===== config.mk =====
export PLATFORM = sky130hd
export DESIGN_NAME = vga_pattern_sequencer
export DESIGN_NICKNAME = d
export VERILOG_FILES = /design/src/rtl/vga_pattern_sequencer.sv
export SDC_FILE = /design/constraint.sdc
export NUM_CORES = 1
export LEC_CHECK = 0
export CAP_MARGIN = 10
export CORE_ASPECT_RATIO = 1.5
export CORE_UTILIZATION = 45
export CTS_CLUSTER_DIAMETER = 40
export CTS_CLUSTER_SIZE = 8
export DETAILED_ROUTE_END_ITERATION = 8
export PLACE_DENSITY_LB_ADDON = 0.05
export SLEW_MARGIN = 20
export SYNTH_ARGS = -nofsm -noshare
export SYNTH_HDL_FRONTEND = slang
export SYNTH_SLANG_ARGS = --single-unit
export TNS_END_PERCENT = 10

===== constraint.sdc =====
create_clock -name clk -period 5.9 [get_ports clk]
set_clock_uncertainty 0.2 [all_clocks]
set_input_delay 0.885 -clock clk [delete_from_list [all_inputs] [get_ports clk]]
set_output_delay 0.885 -clock clk [all_outputs]
set_load 0.005 [all_outputs]

===== src/rtl/vga_pattern_sequencer.sv =====
// Frame-synchronous test-pattern selector: manual/auto pattern changes take effect
// only on frame_tick, followed by BLANK_FRAMES frames of forced black.
module vga_pattern_sequencer #(
    parameter int unsigned NUM_PATTERNS = 4,
    parameter int unsigned SEL_W        = 2,
    parameter int unsigned AUTO_FRAMES  = 120,
    parameter int unsigned BLANK_FRAMES = 2,
    parameter int unsigned CNT_W        = 8
) (
    input  logic             clk,
    input  logic             reset,
    input  logic             frame_tick,
    input  logic             next_req,
    input  logic             prev_req,
    input  logic             auto_en,
    output logic [SEL_W-1:0] pattern_sel,
    output logic             blank_force,
    output logic             switch_busy,
    output logic             pattern_changed
);

    typedef enum logic [1:0] {
        RUN   = 2'd0,
        PEND  = 2'd1,
        BLANK = 2'd2
    } state_t;

    localparam logic [SEL_W-1:0] SEL_LAST   = SEL_W'(NUM_PATTERNS - 1);
    localparam logic [CNT_W-1:0] AUTO_LAST  = CNT_W'(AUTO_FRAMES - 1);
    localparam logic [CNT_W-1:0] BLANK_LOAD = CNT_W'(BLANK_FRAMES);

    state_t           state_q, state_d;
    logic [SEL_W-1:0] sel_q, sel_d;
    logic [SEL_W-1:0] sel_inc, sel_dec;
    logic             blank_q, blank_d;
    logic             busy_q, busy_d;
    logic             changed_q, changed_d;
    logic [CNT_W-1:0] auto_cnt_q, auto_cnt_d;
    logic [CNT_W-1:0] blank_cnt_q, blank_cnt_d;
    logic             dir_q, dir_d;        // 0 = forward, 1 = backward
    logic             req_valid;
    logic             req_dir;
    logic             auto_hit;
    logic             apply;
    logic             apply_dir;

    assign req_valid = next_req ^ prev_req;
    assign req_dir   = prev_req;
    assign auto_hit  = auto_en && (auto_cnt_q == AUTO_LAST);
    assign sel_inc   = (sel_q == SEL_LAST) ? '0 : sel_q + SEL_W'(1);
    assign sel_dec   = (sel_q == '0) ? SEL_LAST : sel_q - SEL_W'(1);

    always_comb begin
        state_d     = state_q;
        sel_d       = sel_q;
        blank_d     = blank_q;
        changed_d   = 1'b0;
        auto_cnt_d  = auto_cnt_q;
        blank_cnt_d = blank_cnt_q;
        dir_d       = dir_q;
        apply       = 1'b0;
        apply_dir   = dir_q;

        case (state_q)
            RUN: begin
                if (!auto_en) begin
                    auto_cnt_d = '0;
                end else if (frame_tick) begin
                    auto_cnt_d = auto_cnt_q + CNT_W'(1);
                end
                if (req_valid) begin
                    dir_d = req_dir;
                    if (frame_tick) begin
                        apply     = 1'b1;
                        apply_dir = req_dir;
                    end else begin
                        state_d = PEND;
                    end
                end else if (frame_tick && auto_hit) begin
                    dir_d     = 1'b0;
                    apply     = 1'b1;
                    apply_dir = 1'b0;
                end
            end
            PEND: begin
                // A request on the tick cycle itself still wins over the latched direction.
                if (req_valid) begin
                    dir_d = req_dir;
                end
                if (frame_tick) begin
                    apply     = 1'b1;
                    apply_dir = req_valid ? req_dir : dir_q;
                end
            end
            BLANK: begin
                auto_cnt_d = '0;
                if (frame_tick) begin
                    if (blank_cnt_q == CNT_W'(1)) begin
                        blank_cnt_d = '0;
                        blank_d     = 1'b0;
                        changed_d   = 1'b1;
                        state_d     = RUN;
                    end else begin
                        blank_cnt_d = blank_cnt_q - CNT_W'(1);
                    end
                end
            end
            default: begin
                state_d = RUN;
            end
        endcase

        if (apply) begin
            sel_d      = apply_dir ? sel_dec : sel_inc;
            auto_cnt_d = '0;
            if (BLANK_FRAMES == 0) begin
                state_d   = RUN;
                blank_d   = 1'b0;
                changed_d = 1'b1;
            end else begin
                state_d     = BLANK;
                blank_d     = 1'b1;
                blank_cnt_d = BLANK_LOAD;
            end
        end
    end

    assign busy_d = (state_d != RUN);

    always_ff @(posedge clk or posedge reset) begin
        if (reset) begin
            state_q     <= RUN;
            sel_q       <= '0;
            blank_q     <= 1'b0;
            busy_q      <= 1'b0;
            changed_q   <= 1'b0;
            auto_cnt_q  <= '0;
            blank_cnt_q <= '0;
            dir_q       <= 1'b0;
        end else begin
            state_q     <= state_d;
            sel_q       <= sel_d;
            blank_q     <= blank_d;
            busy_q      <= busy_d;
            changed_q   <= changed_d;
            auto_cnt_q  <= auto_cnt_d;
            blank_cnt_q <= blank_cnt_d;
            dir_q       <= dir_d;
        end
    end

    assign pattern_sel     = sel_q;
    assign blank_force     = blank_q;
    assign switch_busy     = busy_q;
    assign pattern_changed = changed_q;

endmodule


==> out/metrics.cfg <==
[finish]
multi_input_area_um2=838
register_area_um2=601
fillers=298
design_area_um2=1690
nets=180
fin_cells=208
drive_gt1_share_pct=8.93
syn_to_final_growth_pct=9.40
diodes=0

[setup_path]
critPathCapture=blank_cnt_q[1]$_DFFE_PP0P_
worst-r2r-setup-slack_ns=3.48
r2r_start=auto_cnt_q[0]$_DFFE_PP0P_
worstSetupStartpoint=auto_en
r2r-end=blank_cnt_q[1]$_DFFE_PP0P_
critPathRequiredTime_ns=5.86
cp.arrival_ns=2.79
r2r_cells=5
startpoint_type=primary input
cp-end-kind=register
crit_type=in -> reg
worst-path-max-fanout=15

[clock_network]
postCtsSetupRepairBufs=0
cts_buffer_depth=2
h-tree-depth=1
ctsHoldBuffers=0
cts_buffers=3
clock_latency_ns=0.26
clkTransAtPathRegs_ns=0.08
cts_tree=built
clockRootBuffer=clkbuf_8
cts_resized=0
cts_num_sinks=24

[route]
drc=0
wl_per_cell_um=15.5
vias=1261
drtAntennaViolNets=0
viasPerCell=6.06
top_layer_used=met4
dr.pass1.iters=4
routed_wl_um=3220
wl_met3_um=61
wl_met1_um=1410
met2_length_um=1720
initialDrtViolationCount=49

[logic_synthesis]
synth_largest_area_cell=dfrtp_1
yosysUniqueCellTypes=45
yosysWarnings=0
synth_edf_count=0
synth_area_um2=1540
seq_area_frac_synth_pct=38.9
synth.area.top_cells=dfrtp_1, ha_1, a21oi_1
synth_flop_cell=dfrtp_1
async_reset_ff_share_pct=100
synth_cells=161
yosys_register_bits=24
avgSynthCellArea_um2=9.59
syn_nets=172
synth_top_area_share_pct=38.9

[sta]
setup_violations=0
period_needed_ns=2.84
layout_worst_path_cycle_share_pct=48.1
worst_slew_pin_slew_ns=0.913
fin_setup_tns_ns=0
holdWs_ns=0.293
finalHoldViolCount=0
maxSlewHeadroom_pct=39.1
drv_slew=0
fmax_mhz=353
rsz0062_at_grt=false

[global_routing]
grt_pass1_wl_um=5680
antenna_found_initial=0
grt_pass1_vias=1260
overflow=0
grt_use_total_pct=20.0
grt_max_degree=25

[placement]
dp.cells=204
dpl_cell_area_um2=1630
dp_hpwl_um=2360
port_buffers=10
place_congestion=0.756

[outcome]
outcome=finished clean

[die]
die_x_um=49.8
die_y_um=73.7
rows=25
start_util_pct=47.9
io_pins=11
dieArea_um2=3670
core_area_um2=3220

[power]
power_leakage_nw=0.682
power_density_nw_per_um2=389
vdd_ir_drop_max_mv=0.200

[hold_path]
min_from=blank_force$_DFFE_PP0P_
worstHoldPathType=reg -> reg

[flow_run]
maxCapViolCount=0

[power by group]
group          internal (W)  switching (W)
sequential         0.000210      0.0000622
clock             0.0000595      0.0000505
combinational      0.000129       0.000144
[metrics by stage]
step	power, W	utilization (%)	worst slack [ns]
floorplan	0.000482	-	3.55
global placement	0.000540	50.7	2.83
detailed placement	0.000550	50.7	2.79
CTS	0.000664	52.4	3.07
global route	0.000715	52.4	2.93
finish	0.000656	52.4	3.06
[how the worst min path moves through the flow]
stage | endpoint | slack [ns] | depth (start not counted)
floorplan | blank_force$_DFFE_PP0P_ | 0.27 | 1
global route | blank_force$_DFFE_PP0P_ | 0.33 | 1
detailed placement | blank_force$_DFFE_PP0P_ | 0.28 | 1
finish | blank_force$_DFFE_PP0P_ | 0.29 | 1
global placement | blank_force$_DFFE_PP0P_ | 0.26 | 1
CTS | blank_force$_DFFE_PP0P_ | 0.30 | 1
[worst max-delay path, cell delays in order]
cell             delay, ns
clkdlybuf4s50_1       0.47
and4b_4               0.26
a2111oi_4             0.71
nor2_1                0.14
mux2_4                0.32
[cells in the mapped netlist, types with 2 or more instances]
cell      instances
nor2_1            6
buf_6             4
nand2b_1          2
o31ai_1           7
nor2b_1           3
nand3_1           6
nor3_1            3
dfrtp_1          24
o21ai_0           7
a31oi_1           2
mux2i_1           2
nor4_1            4
ha_1              5
a22oi_1           6
a21oi_1          12
o21ai_1           6
buf_2             3
nand4b_1          2
or3_1             7
or4_1             6
inv_1            12
nand2_1           9
[logic make-up (layout without fill, tap and decap cells)]
family	count (synthesis)	in the layout	synth area share (%)
compound gates	53	53	24.6
xor+xnor	2	2	1.62
fa+ha+maj	5	5	4.05
buf+inv	19	26	6.81
flops	24	24	38.9
mux	3	3	2.27
simple gates	55	55	21.8
[layout make-up]
class                           count  share of cell area, %
Sequential cell                    24                   35.6
Inverter                           12                   2.67
Timing Repair Buffer               10                   5.93
Multi-Input combinational cell    118                   49.6
Tap cell                           40                   2.96
Clock buffer                        4                   3.26
[state kept, by name, summed over array words and instances, names as in the netlist]
register and count:
state_q 2, blank_cnt_q 8, pattern_changed 1, blank_force 1
switch_busy 1, auto_cnt_q 8, pattern_sel 2, dir_q 1
[per-layer routing]
layer  up-vias  track usage, %
met5         -               0
met4         0            6.35
met3         5            1.86
met2        20            36.9
met1       616            23.9
li1        620               -
[cells in the final DEF (no fill, tap or decap), types with 7 or more instances in the layout]
cell / count
or3_1: 7
inv_1: 12
o21ai_0: 7
o31ai_1: 7
clkdlybuf4s50_1: 10
nand2_1: 9
dfrtp_1: 24
a21oi_1: 12
No activity file was read; power rests on OpenSTA's default activity.
